**src/rtl/decomp_pkg.sv**
```systemverilog
// Shared types and encodings for the instruction decompressor fetch unit.
package decomp_pkg;

    typedef enum logic [2:0] {
        S_RUN,
        S_LOOK,
        S_ESC_LO,
        S_ESC_HI,
        S_HALT
    } state_t;

    typedef enum logic [1:0] {
        HW_TOK,
        HW_ESC,
        HW_ILL
    } hw_cls_t;

    localparam int         HW_W     = 16;
    localparam logic [7:0] ESC_MARK = 8'hFF;
    localparam logic [7:0] TOK_MARK = 8'h00;

    function automatic hw_cls_t classify_hw(input logic [HW_W-1:0] hw);
        if (hw[15:8] == ESC_MARK)
            return HW_ESC;
        else if (hw[15:8] == TOK_MARK)
            return HW_TOK;
        else
            return HW_ILL;
    endfunction

endpackage

```
**src/rtl/decomp_hw_sel.sv**
```systemverilog
// Picks the current halfword out of the fetched word and classifies it.
module decomp_hw_sel
    import decomp_pkg::*;
#(
    parameter int WIDTH = 32
) (
    input  logic [WIDTH-1:0] i_word,
    input  logic             i_sel,
    output logic [HW_W-1:0]  o_hw,
    output hw_cls_t          o_cls
);

    // Low halfword comes first in the stream.
    assign o_hw  = i_sel ? i_word[2*HW_W-1:HW_W] : i_word[HW_W-1:0];
    assign o_cls = classify_hw(o_hw);

endmodule

```
**src/rtl/decomp_fetch_ctrl.sv**
```systemverilog
// Fetch/control unit: walks the compressed halfword stream, expands tokens
// through the token table and hands full instructions to the decoder.
module decomp_fetch_ctrl
    import decomp_pkg::*;
#(
    parameter int WIDTH  = 32,
    parameter int ADDR_W = 22,
    parameter int TOK_W  = 8
) (
    input  logic              clk,
    input  logic              reset,
    output logic [ADDR_W-1:0] imem_addr,
    input  logic [WIDTH-1:0]  imem_rd,
    output logic              tt_en,
    output logic [TOK_W-1:0]  tt_addr,
    input  logic [WIDTH-1:0]  tt_rd,
    input  logic              redirect,
    input  logic [ADDR_W:0]   redirect_pc,
    output logic [WIDTH-1:0]  out_instr,
    output logic [ADDR_W:0]   out_pc,
    output logic              out_valid,
    input  logic              out_ready,
    output logic              err
);

    state_t            r_state;
    state_t            w_next;
    logic [ADDR_W:0]   r_hpc;
    logic [ADDR_W:0]   r_start_pc;
    logic [HW_W-1:0]   r_lo;
    logic [TOK_W-1:0]  r_tt_addr;
    logic              r_tt_en;
    logic [WIDTH-1:0]  r_out_instr;
    logic [ADDR_W:0]   r_out_pc;
    logic              r_out_valid;
    logic              r_err;

    logic [HW_W-1:0]   w_hw;
    hw_cls_t           w_cls;
    logic              w_free;
    logic              w_adv;
    logic              w_start_ld;
    logic              w_tok_start;
    logic              w_lo_ld;
    logic              w_set_err;
    logic              w_out_ld;
    logic [WIDTH-1:0]  w_out_data;

    decomp_hw_sel #(
        .WIDTH (WIDTH)
    ) u_hw_sel (
        .i_word (imem_rd),
        .i_sel  (r_hpc[0]),
        .o_hw   (w_hw),
        .o_cls  (w_cls)
    );

    assign w_free = !r_out_valid || out_ready;

    always_comb begin
        w_next      = r_state;
        w_adv       = 1'b0;
        w_start_ld  = 1'b0;
        w_tok_start = 1'b0;
        w_lo_ld     = 1'b0;
        w_set_err   = 1'b0;
        w_out_ld    = 1'b0;
        w_out_data  = '0;
        case (r_state)
            S_RUN: begin
                w_start_ld = 1'b1;
                case (w_cls)
                    HW_TOK: begin
                        w_adv       = 1'b1;
                        w_tok_start = 1'b1;
                        w_next      = S_LOOK;
                    end
                    HW_ESC: begin
                        w_adv  = 1'b1;
                        w_next = S_ESC_LO;
                    end
                    default: begin
                        w_set_err = 1'b1;
                        w_next    = S_HALT;
                    end
                endcase
            end
            S_LOOK: begin
                if (w_free) begin
                    w_out_ld   = 1'b1;
                    w_out_data = tt_rd;
                    w_next     = S_RUN;
                end
            end
            S_ESC_LO: begin
                w_lo_ld = 1'b1;
                w_adv   = 1'b1;
                w_next  = S_ESC_HI;
            end
            S_ESC_HI: begin
                if (w_free) begin
                    w_out_ld   = 1'b1;
                    w_out_data = WIDTH'({w_hw, r_lo});
                    w_adv      = 1'b1;
                    w_next     = S_RUN;
                end
            end
            default: w_next = r_state;
        endcase
        // A flush abandons whatever lookup or escape was in progress.
        if (redirect) begin
            w_next = S_RUN;
        end
    end

    always_ff @(posedge clk) begin
        if (!reset)
            r_state <= S_RUN;
        else
            r_state <= w_next;
    end

    always_ff @(posedge clk) begin
        if (!reset) begin
            r_hpc       <= '0;
            r_start_pc  <= '0;
            r_lo        <= '0;
            r_tt_addr   <= '0;
            r_tt_en     <= 1'b0;
            r_out_instr <= '0;
            r_out_pc    <= '0;
            r_out_valid <= 1'b0;
            r_err       <= 1'b0;
        end else if (redirect) begin
            r_hpc       <= redirect_pc;
            r_tt_en     <= 1'b0;
            r_out_valid <= 1'b0;
            r_err       <= 1'b0;
        end else begin
            if (w_adv)
                r_hpc <= r_hpc + {{ADDR_W{1'b0}}, 1'b1};
            if (w_start_ld)
                r_start_pc <= r_hpc;
            if (w_tok_start)
                r_tt_addr <= w_hw[TOK_W-1:0];
            r_tt_en <= (w_next == S_LOOK);
            if (w_lo_ld)
                r_lo <= w_hw;
            if (w_set_err)
                r_err <= 1'b1;
            if (w_out_ld) begin
                r_out_instr <= w_out_data;
                r_out_pc    <= r_start_pc;
                r_out_valid <= 1'b1;
            end else if (out_ready) begin
                r_out_valid <= 1'b0;
            end
        end
    end

    assign imem_addr = r_hpc[ADDR_W:1];
    assign tt_en     = r_tt_en;
    assign tt_addr   = r_tt_addr;
    assign out_instr = r_out_instr;
    assign out_pc    = r_out_pc;
    assign out_valid = r_out_valid;
    assign err       = r_err;

endmodule

```
**config.mk**
```make
export PLATFORM = sky130hd
export DESIGN_NAME = decomp_fetch_ctrl
export DESIGN_NICKNAME = d
export VERILOG_FILES = /design/src/rtl/decomp_pkg.sv /design/src/rtl/decomp_hw_sel.sv /design/src/rtl/decomp_fetch_ctrl.sv
export SDC_FILE = /design/constraint.sdc
export NUM_CORES = 1
export LEC_CHECK = 0
export ABC_CLOCK_PERIOD_IN_PS = 3420
export CORE_UTILIZATION = 35
export DETAILED_ROUTE_END_ITERATION = 8
export SYNTH_ARGS = -nofsm -noshare
export SYNTH_HDL_FRONTEND = slang
export SYNTH_SLANG_ARGS = --single-unit
```
**constraint.sdc**
```tcl
create_clock -name clk -period 3.42 [get_ports clk]
set_input_delay 0.684 -clock clk [delete_from_list [all_inputs] [get_ports clk]]
set_output_delay 0.684 -clock clk [all_outputs]
set_load 0.03 [all_outputs]
```
# After elaboration in Yosys (flattened, before gate mapping)
# Cells that the tools add are included.
[totals] reg_bits=131 wordCells=57
[classes] n_addsub=1 n_eq_ne=6 n_mux=24 bitwise=2 n_reduce_logical=14
[ops] op="$mux 32" n=2
[ops] op="$pmux 32 s2" n=1
[ops] op="$mux 23" n=2
[ops] op="$add 23x1->23 const B" n=1
[ops] op="$mux 16" n=1
[ops] op="$mux 1" n=11
[ops] op="$pmux 3 s3" n=1
[ops] op="$eq 8x8->1 const B" n=1
[ops] op="$logic_not 8->1" n=1
[ops] op="$reduce_and 2->1" n=4
[ops] op="$eq 3x1->1 const B" n=2
[ops] op="$eq 3x2->1 const B" n=2
[ops] op="$mux 3" n=2
[ops] op="$pmux 3 s2" n=1
[ops] op="$reduce_or 2->1" n=3
[ops] op="$mux 2" n=2
[ops] op="$reduce_bool 2->1" n=2
[ops] op="$logic_not 3->1" n=1
[ops] op="$pmux 1 s3" n=1
[ops] op="$eq 2x1->1 const B" n=1
[ops] op="$logic_not 2->1" n=1
[ops] op="$not 1->1" n=2
[ops] op="$logic_not 1->1" n=1
[ops] op="$logic_or 1x1->1" n=1

# Depth between registers and ports, before layout
[logic_depth] depth_word=10 ltp_mapped=9 ltp_nobuf=6

# Cells and area by module
# Synthesis repeated with hierarchy kept, for this count alone.
[hier_totals] hier_cells=705 hier_area_um2=5953.2
[by_module_without_submodules] mod="decomp_fetch_ctrl" instances=1 cells_each=678 area_per_inst_um2=5688.0
[by_module_without_submodules] mod="decomp_hw_sel" instances=1 cells_each=27 area_per_inst_um2=265.3

# Worst setup path before layout
# OpenSTA, ideal clock, no wires.
[synth_path] path_kind="input -> register" from="input port imem_rd[12]" to="register r_tt_addr[5] (netlist: tt_addr[5])" arrival_ns=2.055 required_ns=3.304 path_slack_ns=1.249 path_stages=8 n_path_buf=2 cell_sequence="nor4_1 > nand2_1 > o21a_1 > clkbuf_1 > nor2_1 > buf_2 > nand2_1 > o211a_1"
[synth_via] elab_chain_len=8
[synth_lines] item="from (decl)" line="decomp_fetch_ctrl.sv:13" text="input logic [WIDTH-1:0] imem_rd,"
[synth_lines] item="$mux 16 (*)" line="decomp_hw_sel.sv:14" text="assign o_hw = i_sel ? i_word[2*HW_W-1:HW_W] : i_word[HW_W-1:0];"
[synth_lines] item="$logic_not 8->1" line="decomp_pkg.sv:25" text="else if (hw[15:8] == TOK_MARK)"
[synth_lines] item="$mux 2" line="decomp_pkg.sv:25"
[synth_lines] item="$mux 2 (*)" line="decomp_pkg.sv:23" text="if (hw[15:8] == ESC_MARK)"
[synth_lines] item="$logic_not 2->1 (*)" line="decomp_fetch_ctrl.sv:72" text="case (w_cls)"
[synth_lines] item="$mux 1 (*)" line="decomp_fetch_ctrl.sv:72"
[synth_lines] item="$mux 1 (*)" line="decomp_fetch_ctrl.sv:69" text="case (r_state)"
[synth_lines] item="$reduce_and 2->1 (no source line) (*)"
[synth_lines] item="to (signal assigned)" line="decomp_fetch_ctrl.sv:145" text="r_tt_addr <= w_hw[TOK_W-1:0];"
[synth_lines] item="to (decl)" line="decomp_fetch_ctrl.sv:31" text="logic [TOK_W-1:0] r_tt_addr;"
# Mark *: on every way between the ends. The rest lies on a longest branch, timed or not.
# A chain may end at the register's enable or synchronous reset.

# Worst setup path in the final report
[layout_path] from="input port imem_rd[9]" to="register r_hpc[19]"
[layout_via] elab_chain_len=9
[layout_lines] item="$mux 16 (*)" line="decomp_hw_sel.sv:14"
[layout_lines] item="$logic_not 8->1" line="decomp_pkg.sv:25"
[layout_lines] item="$mux 2" line="decomp_pkg.sv:25"
[layout_lines] item="$mux 2 (*)" line="decomp_pkg.sv:23"
[layout_lines] item="$eq 2x1->1 or $logic_not 2->1 (tied branches)" line="decomp_fetch_ctrl.sv:72"
[layout_lines] item="$reduce_or 2->1 (no source line) (*)"
[layout_lines] item="$mux 1 (*)" line="decomp_fetch_ctrl.sv:72"
[layout_lines] item="$pmux 1 s3 (*)" line="decomp_fetch_ctrl.sv:69"
[layout_lines] item="$reduce_bool 2->1 (no source line) (*)"
[layout_lines] item="to (signal assigned)" line="decomp_fetch_ctrl.sv:135" text="r_hpc <= redirect_pc;"
[layout_lines] item="to (signal assigned)" line="decomp_fetch_ctrl.sv:141" text="r_hpc <= r_hpc + {{ADDR_W{1'b0}}, 1'b1};"
[layout_lines] item="to (decl)" line="decomp_fetch_ctrl.sv:28" text="logic [ADDR_W:0] r_hpc;"
# Marks and branches as above.

==> metrics.cfg <==
[sta]
fin_crit_sh=0.745
final.setup.tns_ns=0
layout_setup_ws_ns=0.872
max_freq_mhz=392
fin_crit_ns=2.55
max_slew_margin=0.516
hold_viol_final=0
clock_skew_ns=0.00832
rsz0062_at_grt=false
maxSlewViolCount=0
worst_pin_slew_ns=0.723
setup_violations=0
timing.hold.ws_ns=0.459

[synth]
synth_edf_count=0
synth.ff_latch_count=131
yosys_warnings=0
synth_area_um2=6220
ys_seq_area_frac=0.421
netlist_instances=745
synthesis.nets=837
synthFlopType=dfxtp_1
synth_top_area_cell=dfxtp_1
netlist_top_cells_area=dfxtp_1 (42%), nand2_1 (11%), a21boi_0 (7.5%)
netlist.area_leader.share=0.421
synth.avg_cell_area_um2=8.35
async_flop_share=0
yosysUniqueCellTypes=56

[finish]
multi_input_area_um2=3350
area_growth_pct=43.3
n_antenna_cell=0
fill_cells=1678
finalNonFillerCells=1141
layout.nets=996
regArea_um2=2620
drive_gt1_frac=0.0731

[power]
p_per_area_nw_per_um2=467
p_leak_nw=3.48
vdd_drop_max_mv=0.352

[detailed_routing]
wl_per_cell_um=17.2
avgViaCountPerCell=5.25
drt_iter0_drc=378
drtPass1Iterations=5
ant_nets=0
num_vias=5986
wl_um=19600
drc=0

[floorplanning]
start_util=0.358
die_x_um=135
die_y_um=135
core_um2=17400
io_pins=179
die_area_um2=18300
rows=48

[critical_path]
worstPathCellList=clkdlybuf4s50_1, nor4_1, nand2_1, o21ai_0, nor2_1, o311a_1, a211oi_2
crit_fanout=10
startpoint=imem_rd[9]
cp.depth=7
r2r-start=r_hpc[0]
worst_ep_arrival_time_ns=2.89
path_class=in -> reg
path_delay_family=compound AO/OA/AOI/OAI gates
r2r_end=tt_en
cpMaxStageDelayCell=nor4_1
required_ns=3.77
start_kind=input port
end_kind=flip-flop
worstSetupEndpoint=r_hpc[19]
worst-path-buf-inv=1
ff2ff_path_depth=7
critical-path-max-stage-delay_ns=0.48
r2r_slack_ns=0.90

[clock_network]
clkSinkCount=131
holdBufCountCts=0
cts.path.max_buffers=2
clk_latency_ns=0.42
post_cts_buffers=0
h-tree-depth=4
cts_tree=yes
clk_pin_slew_ns=0.06
cts_resized=0
cts_buffers=17
cts_root_buf=clkbuf_16

[placement]
numPortBuffers=178
pre_cts_slack_ns=0.444
placed_cells=1110
routabilityCongestion=0.834
dp_hpwl_um=14200

[grt]
grt_overflow=0
grt_pass1_vias=5419
antenna_found_initial=0
grt_start_max_net_pins=71
grt_pass1_wl_um=30500
grt_use_total=0.219

[outcome]
outcome=completed

[flow_run]
cap_violations=0

[worst_hold_path]
worst_hold_path_type=reg -> reg

-- synth_stat cells (all sizes together), types with 2 or more instances --
cell type,n
nand2,186
dfxtp,131
a21boi,62
clkbuf,49
o211a,41
mux2i,31
nor2,30
nand3,27
o21ai,25
o211ai,21
a21oi,13
nor2b,11
nor3,10
buf,9
nor4,9
a211oi,8
nor3b,8
a2111oi,7
and3,7
inv,7
nand4,5
a21o,4
a32oi,4
and4,4
a31oi,3
and2,3
nor4b,3
o21a,3
nand2b,2
nand3b,2
o2111ai,2
o221a,2
o22ai,2
or2,2
or3,2
-- placed cells by master (no fill, tap or decap), types with 8 or more instances in the layout --
cell	netlist	layout
nand2_1	186	186
clkdlybuf4s50_1	0	177
dfxtp_1	131	130
a21boi_0	62	62
o211a_1	41	41
mux2i_1	30	30
nor2_1	30	29
nand3_1	27	27
o21ai_0	23	23
o211ai_1	21	21
buf_4	1	20
clkbuf_16	0	17
a21oi_1	12	12
nor2b_1	11	11
nor4_1	8	8
nor3_1	9	8
nor3b_1	8	8
-- worst reg2reg max path, cell delays in order (launching register included) --
cell     delay, ns
dfxtp_1       0.48
buf_4         0.26
mux2i_2       0.43
nor4_4        0.10
o21a_1        0.16
nor2_1        0.56
a21oi_1       0.20
and3_1        0.22
-- cells by family after synthesis --
| kind of cell | synth area share |
|---|---|
| AND/OR/NAND/NOR | 0.229 |
| flip-flops | 0.421 |
| multiplexers | 0.0505 |
| AO/OA/AOI/OAI | 0.255 |
| buffers and inverters | 0.0420 |
| adder cells (fa/ha/maj) | 0.00201 |
-- layer usage --
layer	GRT usage	up-vias	wire [µm]
met5	0	-	0
met4	0.0886	0	414
met2	0.324	186	8860
met3	0.0438	25	1010
li1	-	2981	-
met1	0.308	2794	9280
-- worst min path at each step --
| stage | cells after the start | to | slack [ns] | start |
|---|---|---|---|---|
| 6_report | 2 | out_pc[14] | 0.46 | out_pc[14] |
| 5_1_grt | 2 | out_pc[11] | 0.48 | r_start_pc[11] |
| 4_1_cts | 2 | out_pc[9] | 0.47 | r_start_pc[9] |
| 2_1_floorplan | 2 | out_pc[0] | 0.44 | r_start_pc[0] |
| 3_3_place_gp | 2 | out_instr[23] | 0.45 | out_instr[23] |
| 3_5_place_dp | 2 | out_pc[10] | 0.46 | r_start_pc[10] |
-- sequential cells by signal, indices dropped and copies added, names as in the netlist --
register / cells
out_pc: 23
out_valid: 1
r_state: 3
r_start_pc: 23
r_hpc: 23
r_lo: 16
err: 1
tt_addr: 8
tt_en: 1
out_instr: 32
-- layout make-up --
| class | count | area share |
|---|---|---|
| Multi-Input combinational cell | 549 | 0.375 |
| Inverter | 7 | 0.00295 |
| Clock inverter | 12 | 0.0284 |
| Tap cell | 225 | 0.0316 |
| Timing Repair Buffer | 198 | 0.218 |
| Sequential cell | 131 | 0.294 |
| Clock buffer | 19 | 0.0497 |
-- through the flow --
stage / instance area, µm² / utilization / total power [mW]
floorplan: 6220 / - / 1.81
global placement: 8220 / 0.474 / 2.03
detailed placement: 8220 / 0.474 / 2.03
CTS: 8910 / 0.514 / 4.21
global route: 8910 / 0.514 / 4.30
finish: 8910 / 0.514 / 4.16
-- power by group --
part	switching, mW	internal [mW]
combinational	0.192	0.196
sequential	0.0536	1.56
clock	0.699	1.46
No activity file was read; power rests on OpenSTA's default activity.
